File: config.mk
export PLATFORM = sky130hd
export DESIGN_NAME = transconv_pe_sequencer_flat
export DESIGN_NICKNAME = d
export VERILOG_FILES = /design/src/rtl/transconv_pe_sequencer_if.sv /design/src/rtl/transconv_pe_sequencer.sv /design/src/flat_wrapper.sv
export SDC_FILE = /design/constraint.sdc
export NUM_CORES = 1
export LEC_CHECK = 0
export ABC_AREA = 1
export BUFFER_PORTS_ARGS = -buffer_cell sky130_fd_sc_hd__buf_4
export CAP_MARGIN = 25
export CORE_AREA = 2 2 83 164
export DETAILED_ROUTE_END_ITERATION = 12
export DIE_AREA = 0 0 85 166
export PLACE_DENSITY = 0.82
export SYNTH_ARGS = -nofsm -noshare
export SYNTH_HDL_FRONTEND = slang
export SYNTH_SLANG_ARGS = --single-unit
export TNS_END_PERCENT = 30
File: constraint.sdc
create_clock -name clk -period 3.3 [get_ports clk]
set_input_delay 0.165 -clock clk [delete_from_list [all_inputs] [get_ports clk]]
set_output_delay 0.165 -clock clk [all_outputs]
set_load 0.005 [all_outputs]
File: src/rtl/transconv_pe_sequencer_if.sv
// Scheduler <-> sequencer bundle for the transposed-convolution PE array.
// Master is the scheduler side, slave is transconv_pe_sequencer.
interface transconv_pe_sequencer_if #(
  parameter int NUM_PE = 16,
  parameter int ITER_W = 9,
  parameter int PASS_W = 6
);
  // Handshake: start is a level request that counts only while the sequencer
  // is idle and only with opcode 8'h03. No ready is returned. An accepted job
  // raises busy from the next cycle until done pulses for one cycle with busy
  // low. A rejected job pulses cfg_err instead. data_valid gates RUN progress.
  logic                start;
  logic [7:0]          instr_code;
  logic [ITER_W-1:0]   num_iterations;
  logic [PASS_W-1:0]   num_passes;
  logic                data_valid;
  logic [NUM_PE-1:0]   en_weight_load;
  logic [NUM_PE-1:0]   en_ifmap_load;
  logic [NUM_PE-1:0]   en_psum;
  logic [NUM_PE-1:0]   clear_psum;
  logic [NUM_PE-1:0]   en_output;
  logic [NUM_PE-1:0]   ifmap_sel_ctrl;
  logic                busy;
  logic                done;
  logic                cfg_err;
  logic [PASS_W-1:0]   pass_count;
  logic [ITER_W:0]     phase_count;
  logic [1:0]          state_dbg;

  modport master (
    output start, instr_code, num_iterations, num_passes, data_valid,
    input  en_weight_load, en_ifmap_load, en_psum, clear_psum, en_output,
           ifmap_sel_ctrl, busy, done, cfg_err, pass_count, phase_count, state_dbg
  );

  modport slave (
    input  start, instr_code, num_iterations, num_passes, data_valid,
    output en_weight_load, en_ifmap_load, en_psum, clear_psum, en_output,
           ifmap_sel_ctrl, busy, done, cfg_err, pass_count, phase_count, state_dbg
  );
endinterface

File: src/rtl/transconv_pe_sequencer.sv
// Multi-pass diagonal-wavefront enable sequencer for the transposed-conv PE array.
// Define TCONV_SEQ_STALL_EN to let data_valid freeze RUN; otherwise it is ignored.
module transconv_pe_sequencer #(
  parameter int NUM_PE = 16,
  parameter int ITER_W = 9,
  parameter int PASS_W = 6
) (
  input  logic                    clk,
  input  logic                    rst_n,
  transconv_pe_sequencer_if.slave bus
);
  localparam int PH_W = ITER_W + 1;

  localparam logic [1:0] S_IDLE  = 2'd0;
  localparam logic [1:0] S_CLEAR = 2'd1;
  localparam logic [1:0] S_RUN   = 2'd2;
  localparam logic [1:0] S_DONE  = 2'd3;

  logic [1:0]        state_q, state_d;
  logic [ITER_W-1:0] n_q, n_d;
  logic [PASS_W-1:0] p_q, p_d;
  logic [PASS_W-1:0] pass_q, pass_d;
  logic [PH_W-1:0]   phase_q, phase_d;
  logic              cfg_err_q, cfg_err_d;

  logic              qual;
  logic              in_run;
  logic              pass_end;
  logic              last_pass;
  logic [PH_W-1:0]   n_ext;
  logic [PH_W-1:0]   last_phase;
  logic [NUM_PE-1:0] win;
  logic [NUM_PE-1:0] out_hit;

`ifdef TCONV_SEQ_STALL_EN
  assign qual = bus.data_valid;
`else
  logic unused_data_valid;
  assign unused_data_valid = bus.data_valid;
  assign qual = 1'b1;
`endif

  // Compare in ITER_W+1 bits so i+N never wraps.
  assign n_ext      = {1'b0, n_q};
  assign last_phase = n_ext + PH_W'(NUM_PE - 1);
  assign in_run     = (state_q == S_RUN);
  assign pass_end   = in_run && qual && (phase_q == last_phase);
  assign last_pass  = (pass_q == p_q - PASS_W'(1));

  always_comb begin
    state_d   = state_q;
    n_d       = n_q;
    p_d       = p_q;
    pass_d    = pass_q;
    phase_d   = phase_q;
    cfg_err_d = 1'b0;
    case (state_q)
      S_IDLE: begin
        if (bus.start && bus.instr_code == 8'h03) begin
          if (bus.num_iterations != '0 && bus.num_passes != '0) begin
            n_d     = bus.num_iterations;
            p_d     = bus.num_passes;
            pass_d  = '0;
            phase_d = '0;
            state_d = S_CLEAR;
          end else begin
            cfg_err_d = 1'b1;
          end
        end
      end
      S_CLEAR: begin
        phase_d = '0;
        state_d = S_RUN;
      end
      S_RUN: begin
        if (pass_end) begin
          if (last_pass) begin
            state_d = S_DONE;
          end else begin
            pass_d  = pass_q + PASS_W'(1);
            phase_d = '0;
            state_d = S_CLEAR;
          end
        end else if (qual) begin
          phase_d = phase_q + PH_W'(1);
        end
      end
      S_DONE:  state_d = S_IDLE;
      default: state_d = S_IDLE;
    endcase
  end

  always_ff @(posedge clk or negedge rst_n) begin
    if (!rst_n) begin
      state_q   <= S_IDLE;
      n_q       <= '0;
      p_q       <= '0;
      pass_q    <= '0;
      phase_q   <= '0;
      cfg_err_q <= 1'b0;
    end else begin
      state_q   <= state_d;
      n_q       <= n_d;
      p_q       <= p_d;
      pass_q    <= pass_d;
      phase_q   <= phase_d;
      cfg_err_q <= cfg_err_d;
    end
  end

  // PE i is active on phases [i, i+N) and emits its result at phase i+N.
  for (genvar g = 0; g < NUM_PE; g++) begin : g_pe
    localparam logic [PH_W-1:0] IDX = PH_W'(g);
    assign win[g]     = (phase_q >= IDX) && (phase_q < IDX + n_ext);
    assign out_hit[g] = (phase_q == IDX + n_ext);
  end

  assign bus.en_weight_load = (in_run && qual) ? win : '0;
  assign bus.en_ifmap_load  = (in_run && qual) ? win : '0;
  assign bus.en_psum        = (in_run && qual) ? win : '0;
  assign bus.en_output      = (in_run && qual) ? out_hit : '0;
  assign bus.clear_psum     = (state_q == S_CLEAR) ? '1 : '0;
  assign bus.ifmap_sel_ctrl = in_run ? NUM_PE'(1) : '0;
  assign bus.busy           = (state_q == S_CLEAR) || in_run;
  assign bus.done           = (state_q == S_DONE);
  assign bus.cfg_err        = cfg_err_q;
  assign bus.pass_count     = pass_q;
  assign bus.phase_count    = phase_q;
  assign bus.state_dbg      = state_q;
endmodule

File: src/flat_wrapper.sv
// flat-port wrapper written by rule: the top's interface ports become plain ports
module transconv_pe_sequencer_flat 
#(
  parameter int NUM_PE = 16,
  parameter int ITER_W = 9,
  parameter int PASS_W = 6
)
  (clk, rst_n, bus_start, bus_instr_code, bus_num_iterations, bus_num_passes, bus_data_valid, bus_en_weight_load, bus_en_ifmap_load, bus_en_psum, bus_clear_psum, bus_en_output, bus_ifmap_sel_ctrl, bus_busy, bus_done, bus_cfg_err, bus_pass_count, bus_phase_count, bus_state_dbg);
  transconv_pe_sequencer_if #(.NUM_PE(NUM_PE), .ITER_W(ITER_W), .PASS_W(PASS_W)) bus_i ();
  input  logic clk;
  input  logic rst_n;
  input wire logic [$bits(bus_i.start)-1:0] bus_start;
  input wire logic [$bits(bus_i.instr_code)-1:0] bus_instr_code;
  input wire logic [$bits(bus_i.num_iterations)-1:0] bus_num_iterations;
  input wire logic [$bits(bus_i.num_passes)-1:0] bus_num_passes;
  input wire logic [$bits(bus_i.data_valid)-1:0] bus_data_valid;
  output wire logic [$bits(bus_i.en_weight_load)-1:0] bus_en_weight_load;
  output wire logic [$bits(bus_i.en_ifmap_load)-1:0] bus_en_ifmap_load;
  output wire logic [$bits(bus_i.en_psum)-1:0] bus_en_psum;
  output wire logic [$bits(bus_i.clear_psum)-1:0] bus_clear_psum;
  output wire logic [$bits(bus_i.en_output)-1:0] bus_en_output;
  output wire logic [$bits(bus_i.ifmap_sel_ctrl)-1:0] bus_ifmap_sel_ctrl;
  output wire logic [$bits(bus_i.busy)-1:0] bus_busy;
  output wire logic [$bits(bus_i.done)-1:0] bus_done;
  output wire logic [$bits(bus_i.cfg_err)-1:0] bus_cfg_err;
  output wire logic [$bits(bus_i.pass_count)-1:0] bus_pass_count;
  output wire logic [$bits(bus_i.phase_count)-1:0] bus_phase_count;
  output wire logic [$bits(bus_i.state_dbg)-1:0] bus_state_dbg;
  assign bus_i.start = bus_start;
  assign bus_i.instr_code = bus_instr_code;
  assign bus_i.num_iterations = bus_num_iterations;
  assign bus_i.num_passes = bus_num_passes;
  assign bus_i.data_valid = bus_data_valid;
  assign bus_en_weight_load = bus_i.en_weight_load;
  assign bus_en_ifmap_load = bus_i.en_ifmap_load;
  assign bus_en_psum = bus_i.en_psum;
  assign bus_clear_psum = bus_i.clear_psum;
  assign bus_en_output = bus_i.en_output;
  assign bus_ifmap_sel_ctrl = bus_i.ifmap_sel_ctrl;
  assign bus_busy = bus_i.busy;
  assign bus_done = bus_i.done;
  assign bus_cfg_err = bus_i.cfg_err;
  assign bus_pass_count = bus_i.pass_count;
  assign bus_phase_count = bus_i.phase_count;
  assign bus_state_dbg = bus_i.state_dbg;
  transconv_pe_sequencer #(.NUM_PE(NUM_PE), .ITER_W(ITER_W), .PASS_W(PASS_W)) u_core (.clk(clk), .rst_n(rst_n), .bus(bus_i));
endmodule
==> results.txt <==
The flow ran to the end, and the final reports show no timing, DRC or antenna violations. The worst register-to-register path ends at u_core.bus.pass_count[0]. The first global-routing pass estimated 36590 µm of wire. Across all register-to-register paths, the minimum setup slack is 0.31 ns. For the number of buffers on the longest clock path, the log shows 2. The final number of hold-violating endpoints is 0, and the flip-flop and latch area is 854.6 µm².

Synthesis handed over a netlist of 1052 instances. After clock tree synthesis, the clock-pin slew on the worst setup and hold paths is 0.06 ns. The area enclosed by the die boundary is 14110 µm². The wire length after detailed routing came out at 23340 µm.

Hold path startpoint: bus_num_passes[0]. The run gives 5 as the number of detailed-routing iterations run before antenna repair. Share of synthesized registers carrying an async set or reset: 1.000. The run gives 0 as the initial antenna violation count.

VDD sags by at most 351.8 µV. The clock net in this run drives a total of 34 sinks. The worst hold path was traced through 3 stages.

For this run the aggregate overflow at the end of global routing stands at 0. Compared with the post-synthesis result, the final layout area differs by 17.29%. For the count of nets after finishing, the log shows 1341.

Using the TritonRoute via totals, the vias-per-cell ratio works out to 5.856. The cell depth of the worst flop-to-flop path was 15. Overall power consumption after layout is estimated at 0.0009410 W. For the worst setup path, the data required time is 3.13 ns. The effective utilization at floorplan came out at 0.5642.

Entering global routing, the biggest net connects 35 pins. The number of library cell types mapped by synthesis is 41, and the worst slew margin relative to its limit is 0.3848. The run gives 7546 as the via count of the first global-routing pass.

The via count was 7713. The per-instance average area after synthesis is 6.928 µm². In this run the power density over the cells is 110.1 nW/µm². Class of the tightest hold or removal check: input port to flip-flop. Number of enable-type register cells in the synthesized netlist: 0. The filler cells instantiated in the layout total 1155. The capture endpoint of the worst hold path is u_core.p_q[0].

Setup repair after global routing could not meet its margin everywhere. The number of DRC violations after detailed routing was 0. Derived from the worst setup path, the maximum achievable clock frequency is 310.7 MHz. The tools report the nature of the critical path startpoint as a flip-flop. Measured along the x axis, the die boundary spans 85 µm. Of all nets on the critical path, the largest fanout is 5.

In this run the static leakage power is 4.557 nW. Setup violations remaining at the end of the flow were counted as 0. The maximum level of the CTS H-tree was 2. The area inside the core boundary came out at 12920 µm². The arrival time of the worst setup path was 3.05 ns; the y dimension of the die was 166 µm. The multi-input gate area in the final layout is 5550 µm², and the post-DP HPWL is 18380 µm.

Remaining number of nets flagged by the antenna check after routing: 0. On the final layout, the worst clock skew is 0.004482 ns. The clock tree root driver cell is sky130_fd_sc_hd__clkbuf_16. Leaving out fill and tap cells, the most frequent cells in the layout are 193 x sky130_fd_sc_hd__nand2_1, 177 x sky130_fd_sc_hd__buf_4, 148 x sky130_fd_sc_hd__ha_1. The logs give 0 for the number of pins with negative max-slew slack in the final report and 0.3245 for the total global-route track usage. The worst setup path is of the flip-flop to output port kind.

The worst setup path is captured at an output port. In the synthesized netlist the dominant register cell turns out to be sky130_fd_sc_hd__dfrtp_1. The congestion estimate from routability-driven global placement came to 1.068. Leaving out fill and tap cells, the most frequent cell in the layout is sky130_fd_sc_hd__nand2_1. The tools report the detailed router's first-iteration violation count as 468. The critical path startpoint is u_core.n_q[3]. The count of inserted antenna diode cells is 0, and the measured slew at the worst slew-check pin is 0.9228 ns. The initialized floorplan defines 59 standard-cell rows. The number of clock buffers added by TritonCTS is 5. The share of final-layout standard cells stronger than drive strength 1 was 0.2163; the final routed wire length divided by cell count was 17.72 µm. The startpoint identified for the worst register-to-register timing path is u_core.n_q[3].

During placement, the flow inserted port buffers numbering 127. TritonCTS built the clock tree. At the later pin of the worst-skew pair, clock insertion delay measures 0.28 ns. The synthesized netlist occupies a cell area of 7288 µm². Setup total negative slack on the finished layout was measured at 0 ns. During I/O placement, the number of pins put on the boundary was 144.

Sequential area share after synthesis: 0.1167. The Yosys warning count is 0, and the clock period minus worst slack is 3.219 ns. The tool flagged a number of max-cap violations equal to 0. After synthesis the netlist holds a flip-flop and latch count of 34. The final cycle utilization of the critical path works out to 0.9754.
cells by family (layout without fill, tap and decap cells):
logic type               Yosys count  after routing  synth area share
AND/OR/NAND/NOR                  434            434            0.2728
other                              1             15         0.0005145
flip-flops                        34             34            0.1167
XOR/XNOR                          79             79           0.09494
AO/OA/AOI/OAI                    146            146            0.1142
buffers and inverters            208            307            0.1433
adder cells (fa/ha/maj)          150            150            0.2575
power breakdown:
group / leakage, nW / internal [W] / switching (W) / total [W]
registers: 0.400 / 0.000417 / 0 / 0.000417
clock network: 0.0729 / 0.000299 / 0.000181 / 0.000479
logic: 4.08 / 0.0000217 / 0.0000228 / 0.0000446
total: 4.56 / 0.000737 / 0.000204 / 0.000941
routing by layer:
| metal | GRT usage | vias up | wire length [µm] |
|---|---|---|---|
| met2 | 0.5876 | 379 | 11980 |
| met3 | 0.04573 | 144 | 1430 |
| met1 | 0.3168 | 3530 | 7745 |
| met5 | 0 | - | 0 |
| li1 | - | 3660 | - |
| met4 | 0.2553 | 0 | 2179 |
per-stage QoR:
step           setup WS, ns  area, µm²  hold slack, ns  cells    util
2_1_floorplan        0.3616       7341         -0.1306   1066       -
3_3_place_gp         0.2304       8250          0.1384   1305  0.6386
3_5_place_dp         0.1582       8250          0.1340   1305  0.6386
4_1_cts            -0.03129       8427          0.1409   1314  0.6523
5_1_grt            -0.07618       8548          0.1615   1317  0.6617
6_report            0.08120       8548          0.1398   1317  0.6617
synthesized netlist by cell type (all sizes together) (16+ instances only):
master | n | area (µm²)
nand4 | 24 | 150.1
nor3 | 21 | 121.4
a211oi | 16 | 120.1
inv | 118 | 442.9
nand3 | 61 | 332.8
buf | 81 | 566.8
o21ai | 39 | 195.2
a21oi | 64 | 320.3
ha | 150 | 1877
nand2 | 204 | 803.3
nor2 | 108 | 478.0
xor2 | 73 | 639.4
dfrtp | 34 | 850.8
area by class of cell:
class,count,share of cell area
multi-input combinational,824,0.6493
timing repair buffer,178,0.1566
sequential,34,0.09997
inverter,120,0.05357
tap,152,0.02225
clock buffer,6,0.01625
clock inverter,2,0.001464
timing repair inverter,1,0.0005855
registers in the layout (all words and copies together), names as in the netlist:
name                    flops
u_core.bus.state_dbg        2
u_core.bus.cfg_err          1
u_core.bus.phase_count     10
u_core.p_q                  6
u_core.n_q                  9
u_core.bus.pass_count       6
timing repair:
action                                  4_1_cts  5_1_grt
buffers inserted                              0        2
hold buffers                                  1        0
endpoints found under the setup margin       18       65
cloned                                        0        1
hold endpoints to repair                     34        0
gates resized for setup                       5       34
how the worst max path moves through the flow:
| stage | slack (ns) | end |
|---|---|---|
| floorplan | 0.36 | u_core.bus.pass_count[3] |
| global placement | 0.23 | bus_en_ifmap_load[9] |
| detailed placement | 0.16 | bus_en_psum[9] |
| CTS | -0.03 | bus_en_ifmap_load[15] |
| global route | -0.08 | bus_en_weight_load[9] |
| finish | 0.08 | bus_en_weight_load[6] |
critical path: stages (launching register included):
cell and delay [ns]:
sky130_fd_sc_hd__dfrtp_2 0.44, sky130_fd_sc_hd__ha_1 0.23, sky130_fd_sc_hd__inv_2 0.05, sky130_fd_sc_hd__nor2_2 0.23
sky130_fd_sc_hd__inv_1 0.19, sky130_fd_sc_hd__nor2_2 0.16, sky130_fd_sc_hd__xor2_1 0.18, sky130_fd_sc_hd__ha_1 0.27
sky130_fd_sc_hd__nand2_1 0.06, sky130_fd_sc_hd__inv_1 0.03, sky130_fd_sc_hd__o21ai_0 0.13, sky130_fd_sc_hd__nand3_1 0.09
sky130_fd_sc_hd__nor4_1 0.39, sky130_fd_sc_hd__buf_4 0.19, sky130_fd_sc_hd__buf_4 0.11
No activity file was read; power rests on OpenSTA's default activity.
